## config.mk

```make
export PLATFORM = sky130hd
export DESIGN_NAME = lsu_bus
export DESIGN_NICKNAME = d
export VERILOG_FILES = /design/src/rtl/lsu_pkg.sv /design/src/rtl/lsu_align.sv /design/src/rtl/lsu_bus.sv
export SDC_FILE = /design/constraint.sdc
export NUM_CORES = 1
export LEC_CHECK = 0
export CELL_PAD_IN_SITES_DETAIL_PLACEMENT = 0
export CELL_PAD_IN_SITES_GLOBAL_PLACEMENT = 1
export CORE_AREA = 2 2 286 288
export CTS_CLUSTER_SIZE = 28
export DETAILED_ROUTE_END_ITERATION = 8
export DIE_AREA = 0 0 288 290
export GPL_TIMING_DRIVEN = 0
export HOLD_SLACK_MARGIN = 0.1
export PLACE_DENSITY = 0.67
export SYNTH_ARGS = -nofsm -noshare
export SYNTH_HDL_FRONTEND = slang
export SYNTH_SLANG_ARGS = --single-unit
export TNS_END_PERCENT = 50
```

## constraint.sdc

```tcl
create_clock -name clk -period 4.16 [get_ports clk]
set_input_delay 1.04 -clock clk [delete_from_list [all_inputs] [get_ports clk]]
set_output_delay 1.04 -clock clk [all_outputs]
set_load 0.03 [all_outputs]
```

## src/rtl/lsu_pkg.sv

```systemverilog
// lsu_pkg: shared definitions for the bus-attached load/store unit.
// Holds the mem_op encodings, the FSM state constants and the helpers
// that turn a mem_op into an access size and signedness.
package lsu_pkg;

  // mem_op encodings; 1..4 sign-extend on load, 5..7 zero-extend
  localparam logic [2:0] OP_NONE = 3'd0;
  localparam logic [2:0] OP_B    = 3'd1;
  localparam logic [2:0] OP_H    = 3'd2;
  localparam logic [2:0] OP_W    = 3'd3;
  localparam logic [2:0] OP_D    = 3'd4;
  localparam logic [2:0] OP_BU   = 3'd5;
  localparam logic [2:0] OP_HU   = 3'd6;
  localparam logic [2:0] OP_WU   = 3'd7;

  // FSM states
  localparam logic [1:0] ST_IDLE = 2'd0;
  localparam logic [1:0] ST_REQ  = 2'd1;
  localparam logic [1:0] ST_WAIT = 2'd2;
  localparam logic [1:0] ST_DONE = 2'd3;

  typedef struct packed {
    logic [3:0] bytes;
    logic       is_signed;
  } size_info_t;

  // Byte count of an access; 0 for a non-memory op
  function automatic logic [3:0] op_bytes(input logic [2:0] op);
    logic [3:0] n;
    case (op)
      OP_B, OP_BU: n = 4'd1;
      OP_H, OP_HU: n = 4'd2;
      OP_W, OP_WU: n = 4'd4;
      OP_D:        n = 4'd8;
      default:     n = 4'd0;
    endcase
    return n;
  endfunction

  // Full size decode: byte count plus whether a load sign-extends
  function automatic size_info_t decode_size(input logic [2:0] op);
    size_info_t s;
    s.bytes     = op_bytes(op);
    s.is_signed = (op != OP_NONE) && (op <= OP_D);
    return s;
  endfunction

endpackage

```

## src/rtl/lsu_align.sv

```systemverilog
// lsu_align: purely combinational lane steering for the LSU.
// Ports:
//   addr_lo    - byte offset of the access inside the bus word
//   mem_op     - access encoding (size and signedness)
//   wdata      - right-aligned store data
//   rsp_data   - full-width read data from the bus
//   lane_wdata - store data moved to its byte lane
//   lane_wstrb - byte strobes covering the accessed bytes
//   load_data  - read data extracted and sign/zero extended
module lsu_align
  import lsu_pkg::*;
#(
  parameter int XLEN = 64,
  localparam int STRB_W = XLEN / 8,
  localparam int OFF_W = $clog2(STRB_W)
) (
  input  logic [OFF_W-1:0]  addr_lo,
  input  logic [2:0]        mem_op,
  input  logic [XLEN-1:0]   wdata,
  input  logic [XLEN-1:0]   rsp_data,
  output logic [XLEN-1:0]   lane_wdata,
  output logic [STRB_W-1:0] lane_wstrb,
  output logic [XLEN-1:0]   load_data
);

  localparam int SH_W = $clog2(XLEN);

  size_info_t        sz;
  logic [SH_W-1:0]   bit_shift;
  logic [STRB_W:0]   strb_base;
  logic [XLEN-1:0]   shifted;
  logic [XLEN-1:0]   keep_mask;
  logic [SH_W-1:0]   msb_idx;
  logic              sign_bit;

  assign sz        = decode_size(mem_op);
  assign bit_shift = {addr_lo, 3'b000};

  // One extra strobe bit so a full-width access still yields all ones
  assign strb_base  = ((STRB_W+1)'(1) << sz.bytes) - (STRB_W+1)'(1);
  assign lane_wstrb = strb_base[STRB_W-1:0] << addr_lo;
  assign lane_wdata = wdata << bit_shift;

  assign shifted = rsp_data >> bit_shift;

  // Keep the low size-many bytes and fill the rest with the sign bit
  // (or zeros); full-width accesses pass through untouched
  always_comb begin
    keep_mask = '1;
    msb_idx   = '0;
    sign_bit  = 1'b0;
    if ((sz.bytes != 4'd0) && (int'(sz.bytes) < STRB_W)) begin
      keep_mask = (XLEN'(1) << {sz.bytes, 3'b000}) - XLEN'(1);
      msb_idx   = SH_W'({sz.bytes, 3'b000} - 7'd1);
      sign_bit  = sz.is_signed & shifted[msb_idx];
    end
    load_data = (shifted & keep_mask) | (sign_bit ? ~keep_mask : '0);
  end

endmodule

```

## src/rtl/lsu_bus.sv

```systemverilog
// lsu_bus: multi-cycle load/store unit between the EXU and WBU stages.
// Ports:
//   clk, rst             - clock and asynchronous active-low reset
//   exu_valid/lsu_ready  - EXU handshake; operation fields captured on accept
//   addr, wdata, mem_op, we, sb_i - operation and its sideband
//   lsu_valid/wb_ready   - WBU handshake; result held until accepted
//   dataout, alures_o, sb_o, misalign_o, bus_err_o, mmio_o - result
//   req_*                - memory request channel (valid/ready)
//   rsp_valid, rsp_data, rsp_err - memory response channel (always accepted)
module lsu_bus
  import lsu_pkg::*;
#(
  parameter int          XLEN       = 64,
  parameter int          SB_W       = 128,
  parameter logic [63:0] MMIO_BASE  = 64'h0200_0000,
  parameter logic [63:0] MMIO_LIMIT = 64'h0200_BFFF
) (
  input  logic              clk,
  input  logic              rst,
  input  logic              exu_valid,
  output logic              lsu_ready,
  input  logic [XLEN-1:0]   addr,
  input  logic [XLEN-1:0]   wdata,
  input  logic [2:0]        mem_op,
  input  logic              we,
  input  logic [SB_W-1:0]   sb_i,
  output logic              lsu_valid,
  input  logic              wb_ready,
  output logic [XLEN-1:0]   dataout,
  output logic [XLEN-1:0]   alures_o,
  output logic [SB_W-1:0]   sb_o,
  output logic              misalign_o,
  output logic              bus_err_o,
  output logic              mmio_o,
  output logic              req_valid,
  input  logic              req_ready,
  output logic [XLEN-1:0]   req_addr,
  output logic              req_we,
  output logic [XLEN-1:0]   req_wdata,
  output logic [XLEN/8-1:0] req_wstrb,
  output logic              req_mmio,
  input  logic              rsp_valid,
  input  logic [XLEN-1:0]   rsp_data,
  input  logic              rsp_err
);

  localparam int STRB_W = XLEN / 8;
  localparam int OFF_W  = $clog2(STRB_W);

  logic [1:0]      state;
  logic [XLEN-1:0] op_addr;
  logic [XLEN-1:0] op_wdata;
  logic [2:0]      op_mem_op;
  logic            op_we;

  logic            accept;
  logic [3:0]      in_bytes;
  logic            in_misalign;
  logic [63:0]     addr_wide;
  logic            in_mmio;
  logic            is_store;
  logic [XLEN-1:0] load_data;

  assign lsu_ready = (state == ST_IDLE) || ((state == ST_DONE) && wb_ready);
  assign accept    = exu_valid && lsu_ready;
  assign lsu_valid = (state == ST_DONE);
  assign req_valid = (state == ST_REQ);

  // An access wider than the bus (D on a 32-bit bus) can never be aligned
  assign in_bytes    = op_bytes(mem_op);
  assign in_misalign = (int'(in_bytes) > STRB_W) ||
                       ((addr & (XLEN'(in_bytes) - XLEN'(1))) != '0);

  assign addr_wide = 64'(addr);
  assign in_mmio   = (addr_wide >= MMIO_BASE) && (addr_wide <= MMIO_LIMIT);

  // we only means store for the signed encodings; 5..7 are always loads
  assign is_store = op_we && (op_mem_op != OP_NONE) && (op_mem_op <= OP_D);

  assign alures_o = op_addr;
  assign req_addr = {op_addr[XLEN-1:OFF_W], {OFF_W{1'b0}}};
  assign req_we   = is_store;
  assign req_mmio = mmio_o;

  lsu_align #(.XLEN(XLEN)) u_align (
    .addr_lo    (op_addr[OFF_W-1:0]),
    .mem_op     (op_mem_op),
    .wdata      (op_wdata),
    .rsp_data   (rsp_data),
    .lane_wdata (req_wdata),
    .lane_wstrb (req_wstrb),
    .load_data  (load_data)
  );

  // Operation capture and FSM. Accept is only possible in IDLE or in DONE
  // with wb_ready, so it takes priority over the per-state transitions and
  // gives back-to-back issue straight out of DONE.
  always_ff @(posedge clk or negedge rst) begin
    if (!rst) begin
      state      <= ST_IDLE;
      op_addr    <= '0;
      op_wdata   <= '0;
      op_mem_op  <= OP_NONE;
      op_we      <= 1'b0;
      sb_o       <= '0;
      dataout    <= '0;
      misalign_o <= 1'b0;
      bus_err_o  <= 1'b0;
      mmio_o     <= 1'b0;
    end else if (accept) begin
      op_addr   <= addr;
      op_wdata  <= wdata;
      op_mem_op <= mem_op;
      op_we     <= we;
      sb_o      <= sb_i;
      dataout   <= '0;
      bus_err_o <= 1'b0;
      mmio_o    <= in_mmio;
      if (mem_op == OP_NONE) begin
        misalign_o <= 1'b0;
        state      <= ST_DONE;
      end else if (in_misalign) begin
        misalign_o <= 1'b1;
        state      <= ST_DONE;
      end else begin
        misalign_o <= 1'b0;
        state      <= ST_REQ;
      end
    end else begin
      case (state)
        ST_REQ: begin
          if (req_ready) state <= ST_WAIT;
        end
        ST_WAIT: begin
          if (rsp_valid) begin
            dataout   <= is_store ? '0 : load_data;
            bus_err_o <= rsp_err;
            state     <= ST_DONE;
          end
        end
        ST_DONE: begin
          if (wb_ready) state <= ST_IDLE;
        end
        default: state <= ST_IDLE;
      endcase
    end
  end

endmodule

```

==> results of run 1 <==
-- layer usage --
layer / up-vias / track usage / wire, um
met5: - / 0 / 30
met4: 4 / 0.0542 / 2500
met3: 116 / 0.0752 / 8580
met2: 708 / 0.399 / 48100
met1: 8696 / 0.252 / 36200
li1: 8413 / - / -
-- logic make-up after synthesis --
family | after synthesis | synth area share
buffers and inverters | 230 | 0.0678
multiplexers | 139 | 0.0852
AND/OR/NAND/NOR | 1062 | 0.246
adder cells (fa/ha/maj) | 16 | 0.0116
AO/OA/AOI/OAI | 304 | 0.111
flip-flops | 329 | 0.476
XOR/XNOR | 3 | 0.00152
other | 1 | 0.000217
-- state kept, by name (all words and copies together), names as in the netlist --
register    flops
sb_o          128
alures_o       64
dataout        64
op_wdata       64
op_mem_op       3
state           2
bus_err_o       1
misalign_o      1
mmio_o          1
op_we           1
-- path summary, 6_finish.rpt --
check	slack [ns]	start	to	cells past startpoint
setup reg to reg	0.87	state[0]	dataout[0]	9
setup / recovery	0.03	op_mem_op[1]	req_wstrb[6]	13
max in group asynchronous	2.42	rst	sb_o[30]	3
min in group clk	0.47	sb_o[116]	sb_o[116]	2
hold / removal	0.38	rst	dataout[57]	1
hold reg to reg	0.47	sb_o[116]	sb_o[116]	2
-- final cells by class --
class	count	area (um2)	area share
well taps	1060	1330	0.0475
inverters	34	135	0.00484
flip-flops and latches	329	8230	0.295
repair buffers	749	7490	0.268
clock inverters	9	130	0.00466
multi-input cells	1527	8180	0.293
clock buffers	62	1250	0.0447
plain buffers	194	1150	0.0413
diodes	3	7.51	0.000269
-- placed cells by master, fill, tap and decap left out, drive strengths merged, types with 13 or more instances in the layout --
cell type	instances
a21oi	64
a22oi	60
and2	25
buf	131
clkbuf	161
clkdlybuf4s50	662
dfrtp	329
dlygate4sd2	27
dlymetal6s2s	13
ha	16
inv	35
mux2	50
mux2i	89
nand2	877
nor2	83
nor4	14
o21ai	108
o22ai	19
-- metrics by stage --
step	util	setup WS, ns	power, mW	hold WS [ns]	cell area (um2)
2_1_floorplan	-	0.0867	15.5	0.438	17300
3_3_place_gp	0.323	-13.92	23.7	0.456	25900
3_5_place_dp	0.324	-0.960	23.7	0.461	26000
4_1_cts	0.347	-0.119	28.1	0.350	27800
5_1_grt	0.348	-0.102	29.5	0.370	27900
6_report	0.348	0.0300	28.0	0.383	27900
-- worst max-delay path, cell delays in order (launching register included) --
cell       delay (ns)
dfrtp_1          0.37
buf_6            0.14
nand2b_4         0.17
ha_4             0.19
ha_4             0.17
nor2b_4          0.13
inv_2            0.07
ha_4             0.19
o211ai_1         0.14
o2111a_1         0.27
a2111oi_2        0.21
o21ai_1          0.15
o2bb2ai_4        0.18
buf_6            0.15
-- synth_stat cells (all sizes together), types with 7 or more instances --
cell     instances  area [um2]
a22oi           60         450
o21ai          108         563
a21oi           64         324
nor4            14        93.8
clkbuf          90         338
o22ai           19         119
dfrtp          329        8230
mux2            50         563
buf            106         707
nor3            11        55.1
mux2i           89         911
nand2          877        3290
ha              16         200
nand3           11        55.1
nor2            83         312
o2bb2ai          7        61.3
nor2b           11        68.8
inv             34         128
nand2b          11        71.3
and2            25         156
nand4            8        65.1
-- timing repair --
action                                  4_1_cts  5_1_grt
gates cloned                                  0        0
endpoints found under the setup margin       72       44
buffers inserted                             16        3
pin swaps                                     9        7
hold buffers                                  0        0
gates resized for setup                     202       53
-- power by group --
part           internal, mW  switching (mW)
combinational          6.71            11.4
sequential             4.67            1.40
clock                  2.25            1.52
==> results.md, run 1 <==
* Sequential share of the synthesized area at 0.476
* Total CTS buffers at 43
* Clock sink count at approximately 330
* Fin cells at 3967
* Routability Congestion at 0.935
* Share of post-route cells with drive strength above 1 at 0.113
* CP Max Fanout at 6
* Leak at 13.0 nW
* Final hold vios at 0
* Final setup TNS at 0 ns
* HPWL after DPL at 77.3 mm
* Initial Util at 0.216
* Crit path DAT at 3.09 ns
* Io pins at 731
* Via count at around 18000
* Netlist cell types at 70
* Area Growth Syn to Fin at 61.4%
* #FFs+latches synth at about 330
* Max VDD drop at 0.000487 V
* Final-stage net count at 3225
* Tot GR Track Use at 0.223
* Asr flop ratio synth at 1.00
* Drt pass-1 iters at 5
* TritonCTS clock tree: built
* DRC viols at 0
* Clock-pin slew on the worst setup and hold paths at about 0.060 ns
* Crit path time final at about 4.1 ns
* WL final at about 95 mm
* Post-synth EDFFs at 0
* Slew HR at 0.188
* Root buffer cell: clkbuf_16
* Syn_area_per_cell at between 8 and 9 um2
* First-pass GRT wire length at 135 mm
* FILL cells at 8565
* # H-tree levels at 2
* Tcrit/Tclk final at 0.993
* Post-route ant nets at 0
* Port Buffers at 727
* Syn Inst Count at around 2100
* Number of setup violations in the final report at 0
* CTS Buffer Depth at 3
* Row count at ~100
* Initial antenna violation count at 15
* DRT iter0 DRCs at 1234
* DR vias/cell at 4.52
* Core Region at 0.0802 mm2
* Mapped cell area at around 0.017 mm2
* Die height at 290 um
* Critical Path RT at 3.12 ns
* Synth warnings at 0
* Skew-Pair Late Insertion Delay at between 0.5 and 0.6 ns
* Status: finished, final reports clean
* Total grt overflow at 0
* CP Class: reg2out
* Largest net degree at the start of global routing at 112
* Hold WC Path Type: in2async
* Crit end category: output port
* Power Dens Cells at between 1000 and 1500 mW/mm2
* Clock skew at 0.0276 ns
* Placed Cells at approximately 3900
* Vias in the first global route at 18400
* Critical Path Source Type: flop
* Max-cap violation count at 0
* Die ar. at roughly 0.084 mm2
* Slew Limit Fails at 0
* Peak Freq at approximately 240 MHz
* Top_reg_cell synth: dfrtp_1
* Die Wd at about 290 um
* Worst-margin pin slew at 1.21 ns
* RSZ-0062 raised after global routing: yes
* WL per Instance at 24.1 um
Note: power is estimated with default switching activity, not from simulation.
==> run 2: changes to the inputs <==
--- a/config.mk
+++ b/config.mk
@@ -5,6 +5,7 @@
 export SDC_FILE = /design/constraint.sdc
 export NUM_CORES = 1
 export LEC_CHECK = 0
+export CAP_MARGIN = 25
 export CELL_PAD_IN_SITES_DETAIL_PLACEMENT = 0
 export CELL_PAD_IN_SITES_GLOBAL_PLACEMENT = 1
 export CORE_AREA = 2 2 286 288
==> run 2 against run 1 <==
Net effect:
- worst setup slack worse by 0.099 ns
- critical endpoint unchanged
- combinational power about the same
- wire length rose by 0.21%
- clock power grew 3%
- critical path type unchanged
- via count decreased by 0.40%
- the run now ends with setup timing left
- die area unchanged
- cell area increased by 0.39%
- first-iteration DRC count grew 1.6%
==> results.md, run 2 (synthesis results as in run 1) <==
* Tot GR Track Use at 0.223 (about the same)
* Power Dens Cells at 1010 mW/mm2 (+0.26%)
* Clock-pin slew on the worst setup and hold paths at 0.06 ns (about the same)
* FILL cells at 8521 (-0.51%)
* Via count at 17900 (-0.40%)
* Root buffer cell: clkbuf_16
* Clock sink count at 329 (unchanged)
* Most frequent cells in the layout: nand2_1, clkdlybuf4s50_1, dfrtp_1
* Finished Core Util at 0.350 (+0.00137)
* Area Growth Syn to Fin at 62.0%
* RSZ-0062 raised after global routing: yes
* Slew HR at 0.266 (+0.0778)
* Leak at 13.0 nW (+0.14%)
* DRT iter0 DRCs at 1254 (+1.6%)
* Worst r2r path cells at 9 (unchanged)
* DR vias/cell at 4.50 (-0.57%)
* Total grt overflow at 0 (unchanged)
* Die ar. at 0.0835 mm2 (unchanged)
* Status: complete, but fails checks
* Final hold vios at 0 (unchanged)
* Final setup TNS at -0.0817 ns (-0.0817 ns)
* Max-cap violation count at 0 (unchanged)
* Initial Util at 0.216 (unchanged)
* Port Buffers at 727 (unchanged)
* Row count at 104 (unchanged)
* Largest net degree at the start of global routing at 112 (unchanged)
* Io pins at 731 (unchanged)
* Die Wd at 288 um (unchanged)
* Die height at 290 um (unchanged)
* Worst-margin pin slew at 1.10 ns (-0.109 ns)
* Violated checks: setup timing
* TritonCTS clock tree: built
* Setup ws final at -0.0685 ns (-0.0985 ns)
* Share of post-route cells with drive strength above 1 at 0.116 (+0.00252)
* Peak Freq at 236 MHz (-2.3%)
* Vias in the first global route at 18300 (-0.54%)
* Tcrit/Tclk final at 1.02 (+0.0237)
* Slew Limit Fails at 0 (unchanged)
* Core Region at 0.0802 mm2 (unchanged)
* Skew-Pair Late Insertion Delay at 0.58 ns (about the same)
* Hold Buf Count CTS at 0 (unchanged)
* WL final at 95.6 mm (+0.21%)
* CP Class: reg2out
* Drt pass-1 iters at 6 (+1)
* # H-tree levels at 2 (unchanged)
* Number of setup violations in the final report at 2 (+2)
* Max reg flops at 128 (unchanged)
* Critical Path RT at 3.12 ns (about the same)
* First-pass GRT wire length at 135 mm (about the same)
* Crit path DAT at 3.19 ns (+0.10 ns)
* Reg with most FFs: sb_o
* Critical Path Source Type: flop
* CTS Buffer Depth at 3 (unchanged)
* Hold WC Path Type: in2async
* CP Max Fanout at 7 (+1)
* WL per Instance at 24.1 um (about the same)
* Crit end category: output port
* Post-route ant nets at 0 (unchanged)
* Total CTS buffers at 44 (+2.3%)
* Most common cell after layout, fill and taps aside: nand2_1
* Initial antenna violation count at 15 (unchanged)
* Max VDD drop at 0.000497 V (+2.1%)
* HPWL after DPL at 77.4 mm (+0.22%)
* Crit path time final at 4.23 ns (+0.0985 ns)
* Clock skew at 0.0222 ns (-0.00535 ns)
* DRC viols at 0 (unchanged)
* Final-stage net count at 3229 (+0.12%)
* Routability Congestion at 0.935 (unchanged)
## run 2: changes by cell type in the layout (fill, tap and decap cells not counted), sizes merged, moves of 2 or more
cell           before  now
clkdlybuf4s50     662  660
clkinv              4    6
dlygate4sd2        27   33
buf               131  139
clkbuf            161  156
clkdlybuf4s18       0    2
dlymetal6s2s       13    8
## run 2: power by group
part | switching, mW | leakage [nW] | internal (mW)
Sequential | 1.41 | 4.17 | 4.67
Combinational | 11.4 | 8.12 | 6.74
Clock | 1.56 | 0.716 | 2.34
## run 2: routing by layer
metal / up-vias / global-route usage / wire (um)
met5: - / 0 / 17
met4: 4 / 0.0483 / 2210
met3: 110 / 0.0715 / 8370
met2: 678 / 0.401 / 48300
met1: 8654 / 0.256 / 36700
li1: 8420 / - / -
## run 2: path summary, 6_finish.rpt
path,startpoint,to,slack (ns)
setup / recovery,op_mem_op[1],req_wstrb[6],-0.07
hold / removal,rst,dataout[57],0.38
setup reg to reg,state[0],dataout[0],0.92
hold reg to reg,sb_o[1],sb_o[1],0.47
max in group asynchronous,rst,sb_o[61],2.40
min in group clk,sb_o[1],sb_o[1],0.47
## run 2: what timing repair did
action,4_1_cts,5_1_grt
setup endpoints to repair,72,35
gates resized for setup,219,49
pin swaps,8,9
gates cloned,0,0
setup buffers,13,7
## run 2: per-stage QoR
| step | hold WS, ns | setup slack [ns] | total power, mW | area (um2) | instances |
|---|---|---|---|---|---|
| final | 0.376 | -0.0685 | 28.2 | 28000 | 3974 |
| after global routing | 0.360 | -0.233 | 29.7 | 28000 | 3972 |
| after CTS | 0.344 | -0.137 | 28.1 | 27800 | 3963 |
| after detailed placement | 0.461 | -0.955 | 23.7 | 26000 | 3877 |
| after global placement | 0.456 | -13.92 | 23.7 | 25900 | 3873 |
| after floorplan | 0.438 | 0.0867 | 15.5 | 17300 | 2086 |
## run 2: worst max-delay path: stages (launching register included)
cell	delay, ns
dfrtp_1	0.37
buf_6	0.14
nand2b_4	0.17
ha_4	0.19
ha_4	0.15
nor2b_4	0.13
inv_2	0.08
ha_4	0.20
buf_12	0.12
clkinv_8	0.05
xnor2_4	0.12
mux2_4	0.28
mux2_4	0.31
o2bb2ai_4	0.14
buf_6	0.16
## run 2: final cells by class
class                   instances  area (um2)  area share
flip-flops and latches        329        8230       0.294
multi-input cells            1527        8200       0.293
repair buffers                751        7480       0.267
clock buffers                  64        1340      0.0478
well taps                    1060        1330      0.0473
plain buffers                 195        1160      0.0414
inverters                      34         143     0.00509
clock inverters                10         124     0.00442
diodes                          4        10.0    0.000357
